===== config.mk =====
export PLATFORM = sky130hd
export DESIGN_NAME = sseg_capture
export DESIGN_NICKNAME = d
export VERILOG_FILES = /design/src/rtl/sseg_capture.sv
export SDC_FILE = /design/constraint.sdc
export NUM_CORES = 1
export LEC_CHECK = 0
export CELL_PAD_IN_SITES_DETAIL_PLACEMENT = 2
export CELL_PAD_IN_SITES_GLOBAL_PLACEMENT = 2
export CORE_UTILIZATION = 36
export CTS_CLUSTER_DIAMETER = 80
export CTS_CLUSTER_SIZE = 20
export DETAILED_ROUTE_END_ITERATION = 8
export PLACE_DENSITY_LB_ADDON = 0.1
export SLEW_MARGIN = 20
export SYNTH_ARGS = -nofsm -noshare
export SYNTH_HDL_FRONTEND = slang
export SYNTH_SLANG_ARGS = --single-unit

===== constraint.sdc =====
create_clock -name clk -period 12.4 [get_ports clk]
set_clock_uncertainty 0.05 [all_clocks]
set_input_delay 3.1 -clock clk [delete_from_list [all_inputs] [get_ports clk]]
set_output_delay 3.1 -clock clk [all_outputs]
set_load 0.05 [all_outputs]

===== src/rtl/sseg_capture.sv =====
// Rebuilds 8-digit BCD frames from the active-low seven-segment bus. Optional blank digit: SSEG_CAPTURE_BLANK_EN.
// A frame appears SETTLE+2 edges after the last digit; it is held on frameValid until frameAck, and unacked completions set overrun.
module sseg_capture #(
   parameter int SETTLE = 4
) (
   input  logic        clk,
   input  logic        rst,
   input  logic [6:0]  SSeg,
   input  logic [7:0]  an,
   output logic [31:0] digits,
   output logic [7:0]  digErr,
   output logic        frameValid,
   input  logic        frameAck,
   output logic        overrun
);

   localparam int CW = $clog2(SETTLE + 1);

   typedef enum logic [1:0] {WAIT, SETTLING, SAMPLED} state_t;

   state_t        state;
   logic [CW-1:0] cnt;
   logic [CW-1:0] cnt_nx;
   logic          take;
   logic [7:0]    anR;
   logic [6:0]    segR;
   logic [31:0]   shadow;
   logic [7:0]    shadowErr;
   logic [7:0]    seen;
   logic          in_valid;
   logic          pair_chg;
   logic          frame_done;
   logic [2:0]    idx;
   logic [3:0]    dec_val;
   logic          dec_err;

   // State and count describe the pair being loaded into anR/segR, so the
   // count already covers the first registered cycle of a new dwell.
   assign in_valid   = $onehot(~an);
   assign pair_chg   = (an != anR) || (SSeg != segR);
   assign frame_done = (seen == 8'hFF);

   always_comb begin
      if (pair_chg)
         cnt_nx = CW'(1);
      else if (cnt == CW'(SETTLE))
         cnt_nx = cnt;
      else
         cnt_nx = cnt + CW'(1);
   end

   always_comb begin
      idx = 3'd0;
      for (int i = 0; i < 8; i++)
         if (!anR[i]) idx = 3'(i);
   end

   always_comb begin
      dec_val = 4'hF;
      dec_err = 1'b1;
      case (segR)
         7'b1000000: begin dec_val = 4'd0; dec_err = 1'b0; end
         7'b1111001: begin dec_val = 4'd1; dec_err = 1'b0; end
         7'b0100100: begin dec_val = 4'd2; dec_err = 1'b0; end
         7'b0110000: begin dec_val = 4'd3; dec_err = 1'b0; end
         7'b0011001: begin dec_val = 4'd4; dec_err = 1'b0; end
         7'b0010010: begin dec_val = 4'd5; dec_err = 1'b0; end
         7'b0000010: begin dec_val = 4'd6; dec_err = 1'b0; end
         7'b1111000: begin dec_val = 4'd7; dec_err = 1'b0; end
         7'b0000000: begin dec_val = 4'd8; dec_err = 1'b0; end
         7'b0011000: begin dec_val = 4'd9; dec_err = 1'b0; end
`ifdef SSEG_CAPTURE_BLANK_EN
         7'b1111111: begin dec_val = 4'hA; dec_err = 1'b0; end
`endif
         default:    begin dec_val = 4'hF; dec_err = 1'b1; end
      endcase
   end

   always_ff @(posedge clk) begin
      if (rst) begin
         state      <= WAIT;
         cnt        <= '0;
         take       <= 1'b0;
         anR        <= 8'hFF;
         segR       <= 7'h7F;
         shadow     <= '0;
         shadowErr  <= '0;
         seen       <= '0;
         digits     <= '0;
         digErr     <= '0;
         frameValid <= 1'b0;
         overrun    <= 1'b0;
      end else begin
         anR  <= an;
         segR <= SSeg;
         take <= 1'b0;

         if (!in_valid) begin
            state <= WAIT;
            cnt   <= '0;
         end else begin
            cnt <= cnt_nx;
            if (pair_chg || state != SAMPLED) begin
               if (cnt_nx == CW'(SETTLE)) begin
                  state <= SAMPLED;
                  take  <= 1'b1;
               end else begin
                  state <= SETTLING;
               end
            end
         end

         // take is one cycle behind the count, when anR/segR still hold the settled pair
         if (take) begin
            shadow[{idx, 2'b00} +: 4] <= dec_val;
            shadowErr[idx]            <= dec_err;
         end
         seen <= (frame_done ? 8'h00 : seen) | (take ? (8'h01 << idx) : 8'h00);

         if (frame_done) begin
            if (!frameValid || frameAck) begin
               digits     <= shadow;
               digErr     <= shadowErr;
               frameValid <= 1'b1;
            end else begin
               overrun <= 1'b1;
            end
         end else if (frameValid && frameAck) begin
            frameValid <= 1'b0;
         end
      end
   end

endmodule


* Yosys cells after proc, flatten, opt, wreduce, memory -nomap -nowiden
Index checks and enable logic that the tools add are counted.
** Word-level totals
- Bits in registers :: 111
- Input port bits :: 18
- Output and inout bits :: 42
- Logic and storage cells :: 84
** Operators by class
- Add/sub/neg operators :: 9
- Magnitude comparators :: 2
- Eq/ne operators :: 17
- Shift operators :: 3
- Multiplexer cells :: 22
- Bitwise gates (word level) :: 5
- Reductions and logical operators :: 14
** Operator list (count)
- 4-bit case mux with 10 select lines :: 1
- 32-bit bitwise mux :: 1
- 4-bit by 7-bit variable shift with 32-bit output (first input constant) :: 1
- 4-bit by 7-bit variable part select with 32-bit output :: 1
- 3-bit 2-to-1 mux :: 8
- 7-bit by 5-bit equality test with 1-bit output (second input constant) :: 3
- 7-bit equality test (second input constant) :: 3
- 8-bit 2-to-1 mux :: 2
- 7-bit by 6-bit equality test with 1-bit output (second input constant) :: 2
- 10-bit OR reduction :: 1
- 1-bit by 1-bit adder with 2-bit output :: 4
- 8-bit bitwise mux :: 1
- 8-bit equality test (second input constant) :: 1
- 8-bit != test :: 1
- 8-bit inverter :: 1
- 8-bit bitwise OR :: 1
- 1-bit by 3-bit << shifter with 8-bit output (first input constant) :: 1
- 7-bit by 2-bit equality test with 1-bit output (second input constant) :: 1
- 7-bit logical NOT :: 1
- 1-bit 2-to-1 mux :: 7
- 7-bit != test :: 1
- 5-bit negation with 7-bit output :: 1
- 2-bit by 2-bit adder with 3-bit output :: 2
- 3-bit equality test (second input constant) :: 2
- 17 further kinds :: 24

* Longest topological paths before layout
Gate-level depths: netlist (run 1).
- Word-level depth :: 12
- Mapped depth :: 12
- Gate-level depth less buffers :: 12

* Worst setup path after synthesis (run 1)
Ideal clock, no wire load.
- Path type :: input to register
- Start :: input an[0]
- End :: register take
- Library setup time :: 81 ps
- Arrival :: 6074 ps
- Data required time :: 12269 ps
- Path slack :: 6196 ps
- Cell stages on the path :: 12
- Path buffers :: 0
- Cell sequence :: fa_1 -> inv_1 -> fa_1 -> fa_1 -> ha_1 -> inv_1 -> fa_1 -> a211oi_1 -> mux2i_1 -> nor3_1 -> nand4_1 -> nor3b_1
** On the way
- Longest elaborated chain between the ends :: 7
- Elaborated cells between the ends (all ways) :: 14
- Classes of those cells :: 3 x add/sub; 3 x eq/ne; 2 x mux; 3 x bitwise; 3 x reduce/logical
** Ends and longest elaborated chain
- start: declaration :: RTL line 9 : input logic [7:0] an,
- 8-bit inverter :: RTL line 39 : assign in_valid = $onehot(~an);
- 1-bit by 1-bit adder with 2-bit output (not written as such) :: RTL line 39
- 2-bit by 2-bit adder with 3-bit output (not written as such) :: RTL line 39
- 3-bit by 3-bit adder with 4-bit output (not written as such) :: RTL line 39
- 4-bit by 1-bit equality test with 1-bit output :: RTL line 39
- 1-bit inverter (no line)
- 3-bit OR reduction (no line)
- end signal: assignment :: RTL line 83 : take <= 1'b0;
- end signal: assignment :: RTL line 96 : take <= 1'b0;
- end signal: assignment :: RTL line 106 : take <= 1'b1;
- end: declaration :: RTL line 24 : logic take;
Parallel ways exist; a longest one is shown, timed or not.
A chain may end at the register's enable or synchronous reset.

* Worst setup path after layout (run 1)
Same ends and word-level chain as after synthesis.

==> results_dict.tcl, run 1 <==
set metrics [dict create \
    clock_power_share_pct 44.2 \
    die_h_um 118 \
    cts_tree "built" \
    worstPathRequired_ns 12.63 \
    post-place-ws_ns 5.23 \
    synthMostInstantiatedCell "dfxtp_1" \
    max_slew_margin_pct 37.7 \
    path_delay_family "adder cells" \
    clock_latency_ns 0.35 \
    synth_top_area_share_pct 46.2 \
    clkSinkCount 111 \
    firstDrtPassIters 4 \
    startpoint "an[0]" \
    crit_slowest_cell "fa_1" \
    worst_ep_arrival_time_ns 6.96 \
    cts_setup_buffers 0 \
    vias_per_cell 5.17 \
    hp-class "reg -> reg" \
    drcViolationCount 0 \
    fillCellCount 1420 \
    power_frac_comb_pct 7.5 \
    synthCells 544 \
    timing.final.ws_setup_ns 5.67 \
    first_iter_violations 136 \
    tightestPinTransition_ns 0.930 \
    max-cap-violations 0 \
    status "completed" \
    final.period_utilization_pct 54.3 \
    r2r_start "anR[5]" \
    synth_compound_area_share_pct 13.6 \
    fp-row-count 41 \
    syn_area_sq_mm 0.00481 \
    p_seq_share_pct 48.2 \
    cts_buffers 9 \
    synthToLayoutAreaGrowth_pct 20.9 \
    period_needed_ns 6.73 \
    die_x_um 118 \
    clk_path_buf_depth 2 \
    rsz0062_at_grt "no" \
    worstHoldStart "digits[10]" \
    synthAdderAreaFrac_pct 4.53 \
    placed_area_sq_mm 0.00547 \
    ys_top_cells_by_count "dfxtp_1, nand2_1, a21oi_1" \
    hpwl_um 9190 \
    p_sw_mw 0.173 \
    fp.dieArea_sq_mm 0.0138 \
    ys_types 54 \
    finalSetupViolCount 0 \
    coreArea_sq_mm 0.0128 \
    synth_area_leaders "dfxtp_1, nand2_1, a21oi_1, nor2_1, mux2i_1" \
    yosys.area_share.simple_pct 22.9 \
    antenna_found_initial 0 \
    seqCellArea_sq_mm 0.00222 \
    grt_util_met2_pct 34.2 \
    hold_viol 0 \
    synth_area_leader_cell "dfxtp_1" \
    fin_util_pct 45.3 \
    path_class "in -> reg" \
    syn_nets 577 \
    start_kind "input pin" \
    gr-total-overflow 0 \
    multi_input_area_sq_mm 0.00232 \
    ys_seq_area_share_pct 46.2 \
    place.gp.congestion 0.750 \
    slew_violations 0 \
    slowest_delay_ns 0.56 \
    grt_use_met1_pct 24.4 \
    cp_cell_sequence "clkdlybuf4s50_1, fa_1, inv_1, fa_1, fa_1, ha_1, inv_1, fa_1, a211oi_1, mux2i_1, nor3_1, nand4_1, nor3b_1" \
    io_pins 60 \
    synth_seq_cells 111 \
    clk_pin_slew_ns 0.07 \
    routedWlPerCell_um 16.8 \
    synthXorXnorAreaFrac_pct 3.46 \
    grt_use_met3_pct 2.91 \
    cp_max_fo 4 \
    design_area_sq_mm 0.00581 \
    power_leakage_nw 2.02 \
    switching_share_pct 22.8 \
    synth_top_family_by_area "simple AND/OR/NAND/NOR gates" \
    grt_max_degree 65 \
    synthMuxAreaShare_pct 3.54 \
    finalSetupTns_ns 0 \
    synth-edff-count 0 \
    crit_path_frequent_cell "fa_1" \
    hold_buffers 0 \
    ys.flop_type "dfxtp_1" \
    async_reset_ff_share_pct 0 \
    routed_wl_um 12700 \
    cp-end-kind "flip-flop" \
    crit_buf_inv 3 \
    powerDensity_mw_per_mm2 131 \
    p_int_mw 0.587 \
    initial_core_util_pct 37.5 \
    grt_pass1_vias 4192 \
    num_vias 3930 \
    cts-root-buf "clkbuf_16" \
    syn_avg_cell_area_sq_um 8.84 \
    cts-htree-levels 3 \
    post_cts_resized 0 \
    layout-drive-gt1-share_pct 8.84 \
    max_freq_mhz 149 \
    grt.total_usage_pct 19.6 \
    port_buffers 59 \
    finalNetCount 616 \
    ir_worst_vdd_uv 71.7 \
    grt_pass1_wl_um 21500 \
    postRouteAntennaNets 0 \
    diodes 0 \
    yosysWarnings 0 \
    grt-busiest-layer "met2" \
]
[routing by layer]
| metal | wire length, um | vias up |
|---|---|---|
| li1 | - | 1913 |
| met1 | 5880 | 1960 |
| met2 | 6370 | 45 |
| met3 | 283 | 12 |
| met4 | 205 | 0 |
| met5 | 0 | - |
[power by group through the flow]
stage	sequential, mW	combinational [mW]	clock [mW]
after floorplan	0.370	0.0449	0
after CTS	0.367	0.0587	0.345
after global placement	0.375	0.0553	0
after global routing	0.368	0.0652	0.357
after detailed placement	0.375	0.0584	0
final	0.367	0.0573	0.336
[flip-flops by register name, summed over array words and instances, names as in the netlist]
name and cells:
anR 8, state 2, segR 7, cnt 3
shadowErr 8, take 1, frameValid 1, seen 8
digErr 8, overrun 1, shadow 32, digits 32
[cell usage in the layout (no fill, tap or decap), drive strengths merged, types with 6 or more instances in the layout]
cell and n:
nand3b 12, nand2 96, ha 11, a32oi 6
nor3 7, nor2b 6, nand4 7, a21oi 49
xor2 8, mux2i 17, dfxtp 111, clkbuf 10
inv 25, xnor2 11, o31ai 10, or2 17
clkdlybuf4s50 58, nor2 46, nand3 12
[final timing paths]
kind / to / cells after the start / slack, ns
worst max-delay path: take / 13 / 5.67
worst max register to register: shadow[12] / 10 / 9.00
worst min-delay path: digits[10] / 2 / 0.41
worst min register to register: digits[10] / 2 / 0.41
[worst reg2reg max path, delay by kind of cell, from the launching register on]
kind | cells | cell delay, ns
compound gates | 3 | 1.56
fa+ha+maj | 2 | 0.48
flops | 1 | 0.51
simple gates | 5 | 0.70
[per-stage QoR]
stage	std cells	power [mW]	hold WS, ns
CTS	760	0.770	0.413
floorplan	544	0.415	0.378
global route	760	0.790	0.434
global placement	744	0.430	0.392
detailed placement	744	0.434	0.403
finish	760	0.761	0.410
[cell type report]
type / instances / share of cell area [%]
Clock buffer: 10 / 4.11
Clock inverter: 6 / 1.85
Inverter: 25 / 1.61
Multi-Input combinational cell: 373 / 39.8
Sequential cell: 111 / 38.2
Tap cell: 172 / 3.70
Timing Repair Buffer: 63 / 10.6
[cells by family after synthesis]
logic type               Yosys count
AO/OA/AOI/OAI                     95
XOR/XNOR                          19
adder cells (fa/ha/maj)           15
buffers and inverters             60
flip-flops                       111
multiplexers                      17
AND/OR/NAND/NOR                  227
Power figures use the tool's default switching activity.
==> run 2, diff against run 1 <==
--- a/config.mk
+++ b/config.mk
@@ -7,7 +7,7 @@
 export LEC_CHECK = 0
 export CELL_PAD_IN_SITES_DETAIL_PLACEMENT = 2
 export CELL_PAD_IN_SITES_GLOBAL_PLACEMENT = 2
-export CORE_UTILIZATION = 36
+export CORE_UTILIZATION = 30
 export CTS_CLUSTER_DIAMETER = 80
 export CTS_CLUSTER_SIZE = 20
 export DETAILED_ROUTE_END_ITERATION = 8
==> constraint.sdc (replaced) <==
create_clock -name clk -period 6.15 [get_ports clk]
set_clock_uncertainty 0.05 [all_clocks]
set_input_delay 1.5375 -clock clk [delete_from_list [all_inputs] [get_ports clk]]
set_output_delay 1.5375 -clock clk [all_outputs]
set_load 0.05 [all_outputs]
==> run 2 against run 1 <==
Net effect:
- cell area shrank 0.37%
- final cell count is 5.1% higher
- sequential power increased by 100%
- non-clock buffer count stayed put
- first-iteration DRC count is 17% lower
- global-route usage is 2.7 points lower
- largest cell class unchanged
- combinational power increased by 110%
==> results_dict.tcl, run 2 (synthesis results as in run 1) <==
set metrics [dict create \
    status "completed" \
    hp-class "reg -> reg" \
    crit_path_frequent_cell "fa_1" \
    period_needed_ns 5.16 \
    design_area_sq_mm 0.00579 \
    max_slew_margin_pct 34.7 \
    fillCellCount 1748 \
    port_buffers 59 \
    cp_cell_sequence "clkdlybuf4s50_1, fa_1, inv_1, fa_1, fa_1, ha_1, inv_1, fa_1, a211oi_1, mux2i_1, nor3_1, nand4_1, nor3b_1" \
    io_pins 60 \
    power_leakage_nw 1.99 \
    drcViolationCount 0 \
    gr-total-overflow 0 \
    powerDensity_mw_per_mm2 245 \
    rsz0062_at_grt "no" \
    post_cts_resized 0 \
    cts_setup_buffers 0 \
    max_freq_mhz 194 \
    routed_wl_um 13000 \
    num_vias 3889 \
    die_h_um 129 \
    mostFrequentLayoutCells "dfxtp_1, nand2_1, clkdlybuf4s50_1" \
    crit_buf_inv 3 \
    cts_tree "built" \
    path_delay_family "adder cells" \
    hold_viol 0 \
    slew_violations 0 \
    fp-row-count 45 \
    vias_per_cell 4.87 \
    power_frac_comb_pct 8.4 \
    start_kind "input pin" \
    p_int_mw 1.06 \
    grt.total_usage_pct 16.9 \
    final.period_utilization_pct 83.9 \
    antenna_found_initial 0 \
    hpwl_um 9220 \
    clock_power_share_pct 39.5 \
    finalSetupViolCount 0 \
    cts-htree-levels 3 \
    coreArea_sq_mm 0.0154 \
    path_class "in -> reg" \
    finalNetCount 616 \
    hold_buffers 0 \
    clock_latency_ns 0.36 \
    clk_path_buf_depth 2 \
    placed_area_sq_mm 0.00551 \
    die_x_um 129 \
    cp_max_fo 4 \
    clkSinkCount 111 \
    switching_share_pct 24.9 \
    diodes 0 \
    layout_commonest_cell "dfxtp_1" \
    max-cap-violations 0 \
    ir_worst_vdd_uv 125 \
    cts-root-buf "clkbuf_16" \
    finalSetupTns_ns 0 \
    worst_ep_arrival_time_ns 5.37 \
    grt_pass1_wl_um 21400 \
    timing.final.ws_setup_ns 0.993 \
    initial_core_util_pct 31.2 \
    grt_pass1_vias 4060 \
    first_iter_violations 113 \
    biggestRegsByFlops "digits (32), shadow (32)" \
    synthToLayoutAreaGrowth_pct 20.5 \
    cts_buffers 9 \
    clk_pin_slew_ns 0.07 \
    worstPathRequired_ns 6.37 \
    cp-end-kind "flip-flop" \
    crit_slowest_cell "fa_1" \
    place.gp.congestion 0.814 \
    grt_max_degree 68 \
    fp.dieArea_sq_mm 0.0165 \
    firstDrtPassIters 4 \
    p_seq_share_pct 52.2 \
    post-place-ws_ns 0.626 \
    p_sw_mw 0.353 \
    routedWlPerCell_um 16.2 \
    layout-drive-gt1-share_pct 8.50 \
    postRouteAntennaNets 0 \
    slowest_delay_ns 0.55 \
    tightestPinTransition_ns 0.976 \
]
[run 2: changes by cell type in the layout (fill, tap and decap cells not counted), sizes merged]
cell,delta
inv,+1
clkbuf,+2
bufinv,-3
[run 2: final timing paths]
path / from / endpoint / slack (ns) / cells past startpoint
setup / recovery: an[0] / take / 0.99 / 13
hold / removal: digits[29] / digits[29] / 0.41 / 2
setup reg to reg: anR[5] / shadow[5] / 2.61 / 10
hold reg to reg: digits[29] / digits[29] / 0.41 / 2
[run 2: worst reg2reg max path: stages (launching register included)]
cell and delay [ns]:
dfxtp_1 0.52, nand2_1 0.10, o211ai_1 0.78, and2_1 0.30, ha_1 0.19, ha_1 0.30
nor2_1 0.20, nand2_1 0.09, a21oi_1 0.56, mux2i_1 0.28, nor2_1 0.05
[run 2: power groups by stage]
| stage | Combinational (mW) | Clock, mW | Sequential [mW] |
|---|---|---|---|
| 3_5_place_dp | 0.121 | 0 | 0.757 |
| 5_1_grt | 0.134 | 0.614 | 0.741 |
| 6_report | 0.119 | 0.560 | 0.740 |
| 4_1_cts | 0.122 | 0.581 | 0.740 |
| 2_1_floorplan | 0.0904 | 0 | 0.746 |
| 3_3_place_gp | 0.114 | 0 | 0.756 |
[run 2: final cells by class]
cell class	count	area (sq um)	share of cell area (%)
clock buffer	12	246	4.26
clock inverter	4	30.0	0.519
inverter	25	93.8	1.62
multi-input combinational	373	2320	40.0
sequential	111	2220	38.4
tap	211	264	4.56
timing repair buffer	63	618	10.7
[run 2: layer usage]
metal  up-vias  wire, um  global-route usage [%]  share of wire (%)
li1       1920         -                       -                  -
met1      1906      6170                    21.6                 48
met2        51      6250                    28.4                 48
met3        12       325                    2.99                2.5
met4         0       209                    6.51                1.6
met5         -         0                       0                  0
[run 2: per-stage QoR]
| stage | power [mW] | utilization [%] | hold WS, ns | instances |
|---|---|---|---|---|
| CTS | 1.44 | 37.5 | 0.410 | 799 |
| floorplan | 0.837 | - | 0.378 | 544 |
| detailed placement | 0.878 | 35.7 | 0.400 | 783 |
| global route | 1.49 | 37.5 | 0.430 | 799 |
| global placement | 0.870 | 35.7 | 0.394 | 783 |
| finish | 1.42 | 37.5 | 0.408 | 799 |
